===== config.mk =====
export PLATFORM = sky130hd
export DESIGN_NAME = io_port_responder_flat
export DESIGN_NICKNAME = d
export VERILOG_FILES = /design/src/rtl/io_port_responder_pkg.sv /design/src/rtl/io_port_responder_if.sv /design/src/rtl/io_port_responder_out_fifo.sv /design/src/rtl/io_port_responder.sv /design/src/flat_wrapper.sv
export SDC_FILE = /design/constraint.sdc
export NUM_CORES = 1
export LEC_CHECK = 0
export CAP_MARGIN = 5
export CORE_MARGIN = 4
export CORE_UTILIZATION = 60
export CTS_CLUSTER_DIAMETER = 200
export DETAILED_ROUTE_END_ITERATION = 8
export PLACE_DENSITY = 0.8
export SYNTH_ARGS = -nofsm -noshare
export SYNTH_HDL_FRONTEND = slang
export SYNTH_SLANG_ARGS = --single-unit
export TNS_END_PERCENT = 5

===== constraint.sdc =====
create_clock -name clock -period 6.35 [get_ports clock]
set_clock_uncertainty 0.1 [all_clocks]
set_input_delay 0.9525 -clock clock [delete_from_list [all_inputs] [get_ports clock]]
set_output_delay 0.9525 -clock clock [all_outputs]
set_load 0.02 [all_outputs]

===== src/rtl/io_port_responder_pkg.sv =====
// ---------------------------------------------------------------------------
// io_pkg
// Shared types for the port I/O responder.
//   D_WIDTH / PA_WIDTH : default data word and port address widths
//   hs_state_t         : two-state 4-phase handshake FSM encoding
//   io_out_entry_t     : one output FIFO entry, {port address, data word}
// ---------------------------------------------------------------------------
package io_pkg;

  localparam int D_WIDTH  = 34;
  localparam int PA_WIDTH = 4;

  typedef enum logic {
    IDLE = 1'b0,
    ACK  = 1'b1
  } hs_state_t;

  typedef struct packed {
    logic [PA_WIDTH-1:0] addr;
    logic [D_WIDTH-1:0]  data;
  } io_out_entry_t;

endpackage


===== src/rtl/io_port_responder_if.sv =====
// ---------------------------------------------------------------------------
// io_port_responder_if
// Bundles the core req/ack signals and the external valid/ready streams.
//   slave  : the responder (drives acks, read data, ext_in_ready, ext_out_*)
//   master : the core plus external producer/consumer (drives the rest)
//
// Handshakes:
//   core IN/OUT : 4-phase. req rises, ack rises, req falls, ack falls. The
//                 address/data inputs are stable while req is high and the
//                 read data is stable while in_ack_o is high.
//   ext streams : a word moves on a clock edge where valid && ready. valid
//                 never waits on ready; ready may depend combinationally on
//                 the offered address.
// ---------------------------------------------------------------------------
interface io_port_responder_if #(
  parameter int D_WIDTH   = io_pkg::D_WIDTH,
  parameter int PA_WIDTH  = io_pkg::PA_WIDTH,
  parameter int NUM_PORTS = 2**PA_WIDTH
);

  logic                 in_req_i;
  logic [PA_WIDTH-1:0]  in_addr_i;
  logic [D_WIDTH-1:0]   in_data_o;
  logic                 in_ack_o;

  logic                 out_req_i;
  logic [PA_WIDTH-1:0]  out_addr_i;
  logic [D_WIDTH-1:0]   out_data_i;
  logic                 out_ack_o;

  logic                 ext_in_valid_i;
  logic [PA_WIDTH-1:0]  ext_in_addr_i;
  logic [D_WIDTH-1:0]   ext_in_data_i;
  logic                 ext_in_ready_o;

  logic                 ext_out_valid_o;
  logic [PA_WIDTH-1:0]  ext_out_addr_o;
  logic [D_WIDTH-1:0]   ext_out_data_o;
  logic                 ext_out_ready_i;

  logic [NUM_PORTS-1:0] in_full_o;

  modport slave (
    input  in_req_i, in_addr_i,
    output in_data_o, in_ack_o,
    input  out_req_i, out_addr_i, out_data_i,
    output out_ack_o,
    input  ext_in_valid_i, ext_in_addr_i, ext_in_data_i,
    output ext_in_ready_o,
    output ext_out_valid_o, ext_out_addr_o, ext_out_data_o,
    input  ext_out_ready_i,
    output in_full_o
  );

  modport master (
    output in_req_i, in_addr_i,
    input  in_data_o, in_ack_o,
    output out_req_i, out_addr_i, out_data_i,
    input  out_ack_o,
    output ext_in_valid_i, ext_in_addr_i, ext_in_data_i,
    input  ext_in_ready_o,
    input  ext_out_valid_o, ext_out_addr_o, ext_out_data_o,
    output ext_out_ready_i,
    input  in_full_o
  );

endinterface


===== src/rtl/io_port_responder_out_fifo.sv =====
// ---------------------------------------------------------------------------
// io_out_fifo
// Synchronous FIFO of io_out_entry_t used for core OUT writes.
// Ports:
//   clock, reset_i   : clock, synchronous active-high reset
//   push_i, wdata_i  : write request / entry (ignored while full)
//   pop_i            : pop the head (ignored while empty)
//   rdata_o          : current head entry
//   full_o, empty_o  : derived from the registered count only, so a pop in
//                      the same cycle never lets a push through when full
//   count_o          : occupancy, 0..DEPTH
// DEPTH must be a power of two >= 2 so the pointers wrap by overflow.
// ---------------------------------------------------------------------------
module io_out_fifo
  import io_pkg::*;
#(
  parameter int DEPTH = 4
) (
  input  logic                   clock,
  input  logic                   reset_i,
  input  logic                   push_i,
  input  io_out_entry_t          wdata_i,
  input  logic                   pop_i,
  output io_out_entry_t          rdata_o,
  output logic                   full_o,
  output logic                   empty_o,
  output logic [$clog2(DEPTH):0] count_o
);

  localparam int PW = $clog2(DEPTH);

  io_out_entry_t r_mem [DEPTH];
  logic [PW-1:0] r_wr_ptr;
  logic [PW-1:0] r_rd_ptr;
  logic [PW:0]   r_count;
  logic          w_do_push;
  logic          w_do_pop;

  assign full_o    = (r_count == (PW+1)'(DEPTH));
  assign empty_o   = (r_count == '0);
  assign count_o   = r_count;
  assign rdata_o   = r_mem[r_rd_ptr];
  assign w_do_push = push_i && !full_o;
  assign w_do_pop  = pop_i && !empty_o;

  always_ff @(posedge clock) begin
    if (reset_i) begin
      r_wr_ptr <= '0;
      r_rd_ptr <= '0;
      r_count  <= '0;
      for (int i = 0; i < DEPTH; i++) r_mem[i] <= '0;
    end else begin
      if (w_do_push) begin
        r_mem[r_wr_ptr] <= wdata_i;
        r_wr_ptr        <= r_wr_ptr + 1'b1;
      end
      if (w_do_pop) r_rd_ptr <= r_rd_ptr + 1'b1;
      case ({w_do_push, w_do_pop})
        2'b10:   r_count <= r_count + 1'b1;
        2'b01:   r_count <= r_count - 1'b1;
        default: r_count <= r_count;
      endcase
    end
  end

endmodule


===== src/rtl/io_port_responder.sv =====
// ---------------------------------------------------------------------------
// io_port_responder
// Device-side end of the core port I/O protocol. Core IN requests are served
// from per-port input holding registers filled by an external valid/ready
// stream; core OUT requests are queued in a shared output FIFO drained by an
// external valid/ready stream.
// Ports:
//   clock, reset_i    : clock, synchronous active-high reset
//   bus (slave)       : core req/ack, external streams, in_full_o
//   dbg_in_state_o    : IN handshake FSM state
//   dbg_out_state_o   : OUT handshake FSM state
//   dbg_fifo_count_o  : output FIFO occupancy
// Build option:
//   IO_LOOPBACK_EN    : OUT writes to LB_ADDR land in input holding register
//                       LB_ADDR instead of the FIFO, and the external
//                       producer may not write that port.
// ---------------------------------------------------------------------------
module io_port_responder
  import io_pkg::*;
#(
  parameter int D_WIDTH   = io_pkg::D_WIDTH,
  parameter int PA_WIDTH  = io_pkg::PA_WIDTH,
  parameter int OUT_DEPTH = 4,
  parameter int LB_ADDR   = 15
) (
  input  logic                       clock,
  input  logic                       reset_i,
  io_port_responder_if.slave         bus,
  output hs_state_t                  dbg_in_state_o,
  output hs_state_t                  dbg_out_state_o,
  output logic [$clog2(OUT_DEPTH):0] dbg_fifo_count_o
);

  localparam int NUM_PORTS = 2**PA_WIDTH;
`ifdef IO_LOOPBACK_EN
  localparam bit LB_EN = 1'b1;
`else
  localparam bit LB_EN = 1'b0;
`endif
  localparam logic [PA_WIDTH-1:0] LB_PORT = PA_WIDTH'(LB_ADDR);

  logic [D_WIDTH-1:0]   r_hold [NUM_PORTS];
  logic [NUM_PORTS-1:0] r_in_full;
  hs_state_t            r_in_state;
  hs_state_t            r_out_state;
  logic                 r_in_ack;
  logic                 r_out_ack;
  logic [D_WIDTH-1:0]   r_in_data;

  logic          w_ext_in_ready;
  logic          w_ext_push;
  logic          w_in_consume;
  logic          w_out_lb;
  logic          w_out_accept;
  logic          w_lb_write;
  logic          w_fifo_push;
  logic          w_fifo_full;
  logic          w_fifo_empty;
  io_out_entry_t w_fifo_wdata;
  io_out_entry_t w_fifo_rdata;

  // The loopback port belongs to the core's OUT path, so the external
  // producer is locked out of it to keep a single writer per port.
  assign w_ext_in_ready = !r_in_full[bus.ext_in_addr_i] &&
                          !(LB_EN && (bus.ext_in_addr_i == LB_PORT));
  assign w_ext_push     = bus.ext_in_valid_i && w_ext_in_ready;

  // Only consume from IDLE: a request still high in ACK must not be served again.
  assign w_in_consume   = (r_in_state == IDLE) && bus.in_req_i && r_in_full[bus.in_addr_i];

  assign w_out_lb       = LB_EN && (bus.out_addr_i == LB_PORT);
  assign w_out_accept   = (r_out_state == IDLE) && bus.out_req_i &&
                          (w_out_lb ? !r_in_full[LB_PORT] : !w_fifo_full);
  assign w_lb_write     = w_out_accept && w_out_lb;
  assign w_fifo_push    = w_out_accept && !w_out_lb;
  assign w_fifo_wdata   = '{addr: bus.out_addr_i, data: bus.out_data_i};

  // Holding registers. A write needs the port empty and a consume needs it
  // full, so the three updates below never collide on one port.
  always_ff @(posedge clock) begin
    if (reset_i) begin
      r_in_full <= '0;
      for (int i = 0; i < NUM_PORTS; i++) r_hold[i] <= '0;
    end else begin
      if (w_ext_push) begin
        r_hold[bus.ext_in_addr_i]    <= bus.ext_in_data_i;
        r_in_full[bus.ext_in_addr_i] <= 1'b1;
      end
      if (w_lb_write) begin
        r_hold[LB_PORT]    <= bus.out_data_i;
        r_in_full[LB_PORT] <= 1'b1;
      end
      if (w_in_consume) r_in_full[bus.in_addr_i] <= 1'b0;
    end
  end

  // IN handshake FSM
  always_ff @(posedge clock) begin
    if (reset_i) begin
      r_in_state <= IDLE;
      r_in_ack   <= 1'b0;
      r_in_data  <= '0;
    end else begin
      case (r_in_state)
        IDLE: if (w_in_consume) begin
          r_in_data  <= r_hold[bus.in_addr_i];
          r_in_ack   <= 1'b1;
          r_in_state <= ACK;
        end
        ACK: if (!bus.in_req_i) begin
          r_in_ack   <= 1'b0;
          r_in_state <= IDLE;
        end
      endcase
    end
  end

  // OUT handshake FSM
  always_ff @(posedge clock) begin
    if (reset_i) begin
      r_out_state <= IDLE;
      r_out_ack   <= 1'b0;
    end else begin
      case (r_out_state)
        IDLE: if (w_out_accept) begin
          r_out_ack   <= 1'b1;
          r_out_state <= ACK;
        end
        ACK: if (!bus.out_req_i) begin
          r_out_ack   <= 1'b0;
          r_out_state <= IDLE;
        end
      endcase
    end
  end

  io_out_fifo #(
    .DEPTH (OUT_DEPTH)
  ) u_out_fifo (
    .clock   (clock),
    .reset_i (reset_i),
    .push_i  (w_fifo_push),
    .wdata_i (w_fifo_wdata),
    .pop_i   (bus.ext_out_ready_i),
    .rdata_o (w_fifo_rdata),
    .full_o  (w_fifo_full),
    .empty_o (w_fifo_empty),
    .count_o (dbg_fifo_count_o)
  );

  assign bus.in_ack_o        = r_in_ack;
  assign bus.in_data_o       = r_in_data;
  assign bus.out_ack_o       = r_out_ack;
  assign bus.ext_in_ready_o  = w_ext_in_ready;
  assign bus.ext_out_valid_o = !w_fifo_empty;
  assign bus.ext_out_addr_o  = w_fifo_rdata.addr;
  assign bus.ext_out_data_o  = w_fifo_rdata.data;
  assign bus.in_full_o       = r_in_full;
  assign dbg_in_state_o      = r_in_state;
  assign dbg_out_state_o     = r_out_state;

endmodule


===== src/flat_wrapper.sv =====
// flat-port wrapper written by rule: the top's interface ports become plain ports
module io_port_responder_flat import io_pkg::*;
#(
  parameter int D_WIDTH   = io_pkg::D_WIDTH,
  parameter int PA_WIDTH  = io_pkg::PA_WIDTH,
  parameter int OUT_DEPTH = 4,
  parameter int LB_ADDR   = 15
)
  (clock, reset_i, dbg_in_state_o, dbg_out_state_o, dbg_fifo_count_o, bus_in_req_i, bus_in_addr_i, bus_in_data_o, bus_in_ack_o, bus_out_req_i, bus_out_addr_i, bus_out_data_i, bus_out_ack_o, bus_ext_in_valid_i, bus_ext_in_addr_i, bus_ext_in_data_i, bus_ext_in_ready_o, bus_ext_out_valid_o, bus_ext_out_addr_o, bus_ext_out_data_o, bus_ext_out_ready_i, bus_in_full_o);
  io_port_responder_if #(.D_WIDTH(D_WIDTH), .PA_WIDTH(PA_WIDTH)) bus_i ();
  input  logic clock;
  input  logic reset_i;
  output hs_state_t dbg_in_state_o;
  output hs_state_t dbg_out_state_o;
  output logic [$clog2(OUT_DEPTH):0] dbg_fifo_count_o;
  input wire logic [$bits(bus_i.in_req_i)-1:0] bus_in_req_i;
  input wire logic [$bits(bus_i.in_addr_i)-1:0] bus_in_addr_i;
  output wire logic [$bits(bus_i.in_data_o)-1:0] bus_in_data_o;
  output wire logic [$bits(bus_i.in_ack_o)-1:0] bus_in_ack_o;
  input wire logic [$bits(bus_i.out_req_i)-1:0] bus_out_req_i;
  input wire logic [$bits(bus_i.out_addr_i)-1:0] bus_out_addr_i;
  input wire logic [$bits(bus_i.out_data_i)-1:0] bus_out_data_i;
  output wire logic [$bits(bus_i.out_ack_o)-1:0] bus_out_ack_o;
  input wire logic [$bits(bus_i.ext_in_valid_i)-1:0] bus_ext_in_valid_i;
  input wire logic [$bits(bus_i.ext_in_addr_i)-1:0] bus_ext_in_addr_i;
  input wire logic [$bits(bus_i.ext_in_data_i)-1:0] bus_ext_in_data_i;
  output wire logic [$bits(bus_i.ext_in_ready_o)-1:0] bus_ext_in_ready_o;
  output wire logic [$bits(bus_i.ext_out_valid_o)-1:0] bus_ext_out_valid_o;
  output wire logic [$bits(bus_i.ext_out_addr_o)-1:0] bus_ext_out_addr_o;
  output wire logic [$bits(bus_i.ext_out_data_o)-1:0] bus_ext_out_data_o;
  input wire logic [$bits(bus_i.ext_out_ready_i)-1:0] bus_ext_out_ready_i;
  output wire logic [$bits(bus_i.in_full_o)-1:0] bus_in_full_o;
  assign bus_i.in_req_i = bus_in_req_i;
  assign bus_i.in_addr_i = bus_in_addr_i;
  assign bus_in_data_o = bus_i.in_data_o;
  assign bus_in_ack_o = bus_i.in_ack_o;
  assign bus_i.out_req_i = bus_out_req_i;
  assign bus_i.out_addr_i = bus_out_addr_i;
  assign bus_i.out_data_i = bus_out_data_i;
  assign bus_out_ack_o = bus_i.out_ack_o;
  assign bus_i.ext_in_valid_i = bus_ext_in_valid_i;
  assign bus_i.ext_in_addr_i = bus_ext_in_addr_i;
  assign bus_i.ext_in_data_i = bus_ext_in_data_i;
  assign bus_ext_in_ready_o = bus_i.ext_in_ready_o;
  assign bus_ext_out_valid_o = bus_i.ext_out_valid_o;
  assign bus_ext_out_addr_o = bus_i.ext_out_addr_o;
  assign bus_ext_out_data_o = bus_i.ext_out_data_o;
  assign bus_i.ext_out_ready_i = bus_ext_out_ready_i;
  assign bus_in_full_o = bus_i.in_full_o;
  io_port_responder #(.D_WIDTH(D_WIDTH), .PA_WIDTH(PA_WIDTH), .OUT_DEPTH(OUT_DEPTH), .LB_ADDR(LB_ADDR)) u_core (.clock(clock), .reset_i(reset_i), .bus(bus_i), .dbg_in_state_o(dbg_in_state_o), .dbg_out_state_o(dbg_out_state_o), .dbg_fifo_count_o(dbg_fifo_count_o));
endmodule

==> results of run 1 <==
[registers in the layout (all words and copies together) (netlist names), named ones only]
register                    flops
u_core.bus.in_ack_o             1
u_core.bus.in_data_o           34
u_core.bus.in_full_o           16
u_core.bus.out_ack_o            1
u_core.dbg_in_state_o           1
u_core.dbg_out_state_o          1
u_core.r_hold                 544
u_core.u_out_fifo.count_o       3
u_core.u_out_fifo.r_mem       152
u_core.u_out_fifo.r_rd_ptr      2
u_core.u_out_fifo.r_wr_ptr      2
[layout make-up]
| type | count | area share [%] |
|---|---|---|
| Multi-Input combinational cell | 1357 | 25.5 |
| Timing Repair Buffer | 234 | 5.93 |
| Clock buffer | 102 | 5.64 |
| Clock inverter | 33 | 0.774 |
| Inverter | 48 | 0.483 |
| Sequential cell | 759 | 59.4 |
| Tap cell | 688 | 2.31 |
| Antenna cell | 3 | 0.0201 |
[metal layers]
| metal | vias up | wire (um) |
|---|---|---|
| li1 | 8764 | - |
| met4 | 2 | 4580 |
| met3 | 241 | 10400 |
| met2 | 1561 | 42000 |
| met1 | 10300 | 29900 |
| met5 | - | 8 |
[layout by cell type (no fill, tap or decap), drive strengths merged, types with 9 or more instances in the layout]
| cell type | count |
|---|---|
| a211oi | 12 |
| mux4 | 180 |
| clkdlybuf4s50 | 179 |
| clkbuf | 102 |
| a21oi | 54 |
| nor2 | 642 |
| nor2b | 11 |
| o21ai | 9 |
| or3 | 14 |
| a22oi | 70 |
| buf | 55 |
| clkinv | 25 |
| and2 | 44 |
| edfxtp | 696 |
| inv | 50 |
| a21o | 34 |
| nand2 | 242 |
| dfxtp | 63 |
[worst register-to-register path, delay by kind of cell (launching register included)]
family / cells / cell delay [ps]
buffers and inverters: 1 / 550
and+or+nand+nor: 1 / 130
DFF: 1 / 410
muxes: 2 / 830
AOI/OAI and AO/OA: 2 / 940
[power by group]
group	total (mW)	switching, mW	leakage (nW)	internal [mW]
Clock	4.35	1.86	1.17	2.49
Combinational	1.59	0.898	3.92	0.688
Sequential	5.96	0.160	7.30	5.80
Total	11.9	2.92	12.4	8.98
[cells by family after synthesis]
group,Yosys count,share of synthesized area (%)
AND/OR/NAND/NOR,974,12.0
flip-flops,759,68.3
buffers and inverters,221,2.73
multiplexers,188,12.8
AO/OA/AOI/OAI,187,3.93
XOR/XNOR,6,0.162
adder cells (fa/ha/maj),2,0.100
[stage by stage]
stage / power, mW / cells / hold WS (ps) / utilization (%)
after floorplan: 6.97 / 2337 / 385 / -
after global placement: 7.58 / 3086 / 338 / 65.8
after detailed placement: 7.63 / 3086 / 345 / 65.8
after CTS: 11.9 / 3221 / 351 / 70.3
after global routing: 12.3 / 3223 / 367 / 70.3
final: 11.9 / 3224 / 348 / 70.3
[worst max-delay path by stage]
| stage | startpoint | endpoint | slack, ps |
|---|---|---|---|
| floorplan | bus_ext_in_addr_i[0] | u_core.r_hold[11][0]$_SDFFCE_PN0P_ | 1240 |
| global placement | bus_ext_in_addr_i[0] | bus_ext_in_ready_o | 1750 |
| detailed placement | bus_ext_in_addr_i[0] | bus_ext_in_ready_o | 1720 |
| CTS | bus_ext_in_addr_i[0] | bus_ext_in_ready_o | 1720 |
| global route | bus_ext_in_addr_i[0] | bus_ext_in_ready_o | 1610 |
| finish | bus_ext_in_addr_i[0] | bus_ext_in_ready_o | 1730 |
==> qor.csv, run 1 <==
metric;value;unit
slowest_delay;830;ps
root_buffer;clkbuf_16;
yosys.area.top_type;edfxtp_1;
grt_pass1_wl;129000;um
grt-ovfl-total;0;
synth.avg_cell_area;13.9;sq um
hold_buffers;0;
synth.area.top_cells;edfxtp_1 (64%), mux4_2 (12%), nor2_1 (7.4%);
slew_headroom;25.8;%
synthArstFlopShare;0;%
grt_usage;30.1;%
ys_seq_elements;759;
port_buffers;182;
ys_seq_area_share;68.3;%
path_depth;5;
grtUsageMet3;6.49;%
syn_nets;2425;
finalCriticalPeriod;4620;ps
clk_pin_slew_worst_paths;60;ps
rsz0062_at_grt;no;
max-cap-violations;0;
routed_wl;86900;um
cts_tree;done;
top_usage_layer;met2;
die-area;57800;sq um
path_delay_family;buffers and inverters;
r2r-end;u_core.bus.in_data_o[29]$_SDFFE_PP0P_;
synth.distinct_cells;40;
grtUsageMet1;39.6;%
min_to;u_core.bus.in_data_o[5]$_SDFFE_PP0P_;
drtIter0Drc;2935;
synth_top_area_share;64.4;%
vias_per_cell;6.49;
worst_setup_path_end_kind;output port;
gp_congestion;0.880;
area_delta_synth_final;15.1;%
worstSetupPathType;input pin to output port;
worstRegToRegCells;6;
chipHeight;241;um
max_freq;216;MHz
fp.dieW;241;um
period_share;72.8;%
antenna_found_initial;4;
p_per_area;319;nW/um^2
synthTopCellsByCount;edfxtp_1 (696), nor2_1 (642), nand2_1 (242), mux4_2 (180), clkbuf_1 (133);
post-place-ws;1720;ps
row_count;84;
synthCells;2337;
postPlaceCellArea;34900;sq um
dpl.hpwl;50800;um
crit_arrival;3570;ps
rr_startpoint;u_core.bus.in_full_o[5]$_SDFF_PP0_;
hold_viol;0;
slowest_stage;clkdlybuf4s50_1;
htreeDepth;3;
synthFlopType;edfxtp_1;
status;completed;
setup_tns;0;ps
num-fill-cells;3265;
tightest_slew;1110;ps
drive_above_1_share;14.6;%
dr.pass1.iters;6;
ant_nets;0;
slew_viol_final;0;
clockBufferDepth;3;
min-delay-start;u_core.bus.in_data_o[5]$_SDFFE_PP0P_;
core;53100;sq um
synth_edf_count;696;
clk_latency;610;ps
numClockSinks;759;
post-route-drc-count;0;
synth_warnings;0;
hold_path_depth;2;
synth_area;32400;sq um
cp_cell_sequence;clkdlybuf4s50_1, mux4_2, mux4_2, inv_1, clkdlybuf4s50_1;
critPathMaxFanout;16;
hold_path.class;register to register;
multi_input_area;9510;sq um
grt_max_degree;62;
numCtsBuffers;76;
ios;183;
critPathBufInv;3;
wl_per_cell;26.9;um
cts_setup_buffers;0;
start_util;61.1;%
critical_path_required;5300;ps
cp-start-kind;input pin;
peakVddDrop;0.217;mV
setup_violations;0;
grt_pass1_vias;21100;
synth_most_common_cell;edfxtp_1;
leakage;12.4;nW
worst_slack;1730;ps
cts-resized-gates;0;
gr-usage-met2;48.1;%
final_nets;2564;
rrSetupSlack;3270;ps
ff_latch_area;22200;sq um
fin_area;37300;sq um
vias;20900;
(Power assumes the default switching activity.)
==> run 2: changes to the inputs <==
==> constraint.sdc (replaced) <==
create_clock -name clock -period 4.35 [get_ports clock]
set_clock_uncertainty 0.1 [all_clocks]
set_input_delay 0.6525 -clock clock [delete_from_list [all_inputs] [get_ports clock]]
set_output_delay 0.6525 -clock clock [all_outputs]
set_load 0.02 [all_outputs]
==> run 2 against run 1 <==
Compared with the run above: worst setup slack lost 1300 ps; final cell count is 0.22% higher; routed wire length down 0.36%; critical path depth unchanged; combinational power rose by 48%; sequential share of layout area fell by 0.72 points; hold slack gained 4.1 ps; via count increased by 0.57%; utilization up 0.86 points; first-iteration DRC count down 7.0%; die area stayed put; critical path type unchanged; largest cell class unchanged.
==> qor.csv, run 2 (same netlist as run 1, synthesis figures left out) <==
metric;value;unit;change
setup_tns;0;ps;unchanged
worst_setup_path_end_kind;output port;;unchanged
max_freq;254;MHz;
critPathMaxFanout;9;;was 16
path_depth;5;;unchanged
gp_congestion;0.883;;was 0.880
grt_max_degree;98;;was 62
start_util;61.1;%;unchanged
vias;21000;;was 20900
fp.dieW;241;um;unchanged
chipHeight;241;um;unchanged
finalCriticalPeriod;3930;ps;
final_common_cell;edfxtp_1;;unchanged
finalPower;18.1;mW;was 11.9 mW
dpl.hpwl;49600;um;was 50800 um
grt_usage;30.1;%;about the same
routed_wl;86600;um;was 86900 um
tightest_slew;1090;ps;was 1110 ps
clk_pin_slew_worst_paths;60;ps;about the same
worstSetupPathType;input pin to output port;;unchanged
leakage;12.6;nW;was 12.4 nW
rr_startpoint;u_core.u_out_fifo.count_o[2]$_SDFFE_PP0P_;;was u_core.bus.in_full_o[5]$_SDFF_PP0_
area_delta_synth_final;16.5;%;was 15.1%
row_count;84;;unchanged
core;53100;sq um;unchanged
final_nets;2570;;was 2564
min-delay-start;reset_i;;was u_core.bus.in_data_o[5]$_SDFFE_PP0P_
largest_reg_flops;544;;unchanged
final_cell_mix;edfxtp_1 (696), nor2_1 (641), nand2_1 (241);;unchanged
drtIter0Drc;2730;;was 2935
cts_tree;done;;unchanged
wl_per_cell;26.8;um;was 26.9 um
hold_path.class;input pin to register;;was register to register
rrSetupSlack;1640;ps;was 3270 ps
vias_per_cell;6.51;;was 6.49
ant_nets;0;;unchanged
critPathBufInv;3;;unchanged
drive_above_1_share;15.1;%;was 14.6%
htreeDepth;3;;unchanged
cp-start-kind;input pin;;unchanged
cp_cell_sequence;clkdlybuf4s50_1, mux4_2, mux4_2, inv_1, clkdlybuf4s50_1;;unchanged
crit_arrival;3180;ps;was 3570 ps
min_to;u_core.dbg_out_state_o$_SDFF_PP0_;;was u_core.bus.in_data_o[5]$_SDFFE_PP0P_
slew_headroom;27.4;%;was 25.8%
r2r-end;u_core.u_out_fifo.count_o[2]$_SDFFE_PP0P_;;was u_core.bus.in_data_o[29]$_SDFFE_PP0P_
port_buffers;182;;unchanged
die-area;57800;sq um;unchanged
rsz0062_at_grt;no;;unchanged
path_delay_family;buffers and inverters;;unchanged
dp.cells;3092;;was 3086
antenna_found_initial;1;;was 4
slowest_stage;clkdlybuf4s50_1;;unchanged
grt-ovfl-total;0;;unchanged
p_per_area;478;nW/um^2;was 319 nW/um^2
numCtsBuffers;76;;unchanged
status;completed;;unchanged
hold_viol;0;;unchanged
clk_latency;610;ps;about the same
hold_buffers;0;;unchanged
clockBufferDepth;3;;unchanged
cts-resized-gates;0;;unchanged
period_share;90.4;%;
post-place-ws;438;ps;was 1720 ps
post-route-drc-count;0;;unchanged
regMostFlops;u_core.r_hold;;unchanged
worst_slack;417;ps;was 1730 ps
hold_path_depth;4;;was 2
final_core_util;71.2;%;was 70.3%
numClockSinks;759;;unchanged
cts_setup_buffers;0;;unchanged
max-cap-violations;0;;unchanged
ios;183;;unchanged
worstRegToRegCells;9;;was 6
grt_pass1_wl;129000;um;about the same
slew_viol_final;0;;unchanged
grt_pass1_vias;21400;;was 21100
critical_path_required;3600;ps;was 5300 ps
peakVddDrop;0.353;mV;was 0.217 mV
setup_violations;0;;unchanged
slowest_delay;720;ps;was 830 ps
layout.cells.non_filler;3231;;was 3224
dr.pass1.iters;6;;unchanged
root_buffer;clkbuf_16;;unchanged
==> run 2: changes by cell type in the layout (fill, tap and decap cells not counted), sizes merged <==
cell / change
bufinv: +9
buf: +6
clkinv: -5
diode: -2
clkinvlp: -1
==> run 2: where the power goes <==
part / switching [mW] / leakage, nW / total [mW] / internal, mW
logic: 1.33 / 3.99 / 2.36 / 1.03
clock network: 2.74 / 1.31 / 7.02 / 4.28
registers: 0.215 / 7.30 / 8.68 / 8.47
total: 4.28 / 12.6 / 18.1 / 13.8
==> run 2: worst max path at each step <==
| stage | start | to | slack [ps] |
|---|---|---|---|
| 2_1_floorplan | bus_ext_in_addr_i[0] | u_core.r_hold[11][0]$_SDFFCE_PN0P_ | -460 |
| 3_3_place_gp | bus_ext_in_addr_i[0] | bus_ext_in_ready_o | 460 |
| 3_5_place_dp | bus_ext_in_addr_i[0] | bus_ext_in_ready_o | 440 |
| 4_1_cts | bus_ext_in_addr_i[0] | bus_ext_in_ready_o | 430 |
| 5_1_grt | bus_ext_in_addr_i[0] | bus_ext_in_ready_o | 330 |
| 6_report | bus_ext_in_addr_i[0] | bus_ext_in_ready_o | 420 |
==> run 2: worst register-to-register path, delay by kind of cell (launching register included) <==
kind | cells | cell delay, ps
buf+inv | 2 | 280
xor+xnor | 1 | 150
simple gates | 3 | 930
compound gates | 1 | 150
flops | 1 | 430
fa+ha+maj | 2 | 590
==> run 2: layout make-up <==
type,count,area (sq um)
diodes,1,2.50
clock buffers,102,2170
clock inverters,36,505
fillers,3242,15300
inverters,48,180
multi-input cells,1357,9500
flip-flops and latches,759,22200
well taps,688,861
repair buffers,240,2400
==> run 2: metal layers <==
layer  routed length [um]  up-vias  share of wire (%)  GRT usage, %
li1                     -     8770                  -             -
met1                29700    10400                 34          39.6
met2                41600     1563                 48          48.3
met3                10300      265                 12          6.57
met4                 4920        0                5.7          15.2
met5                    0        -                  0             0
==> run 2: stage by stage <==
step | cell area, sq um | hold slack (ps)
floorplan | 32400 | 385
global placement | 35100 | 340
detailed placement | 35100 | 347
CTS | 37800 | 314
global route | 37800 | 384
finish | 37800 | 352
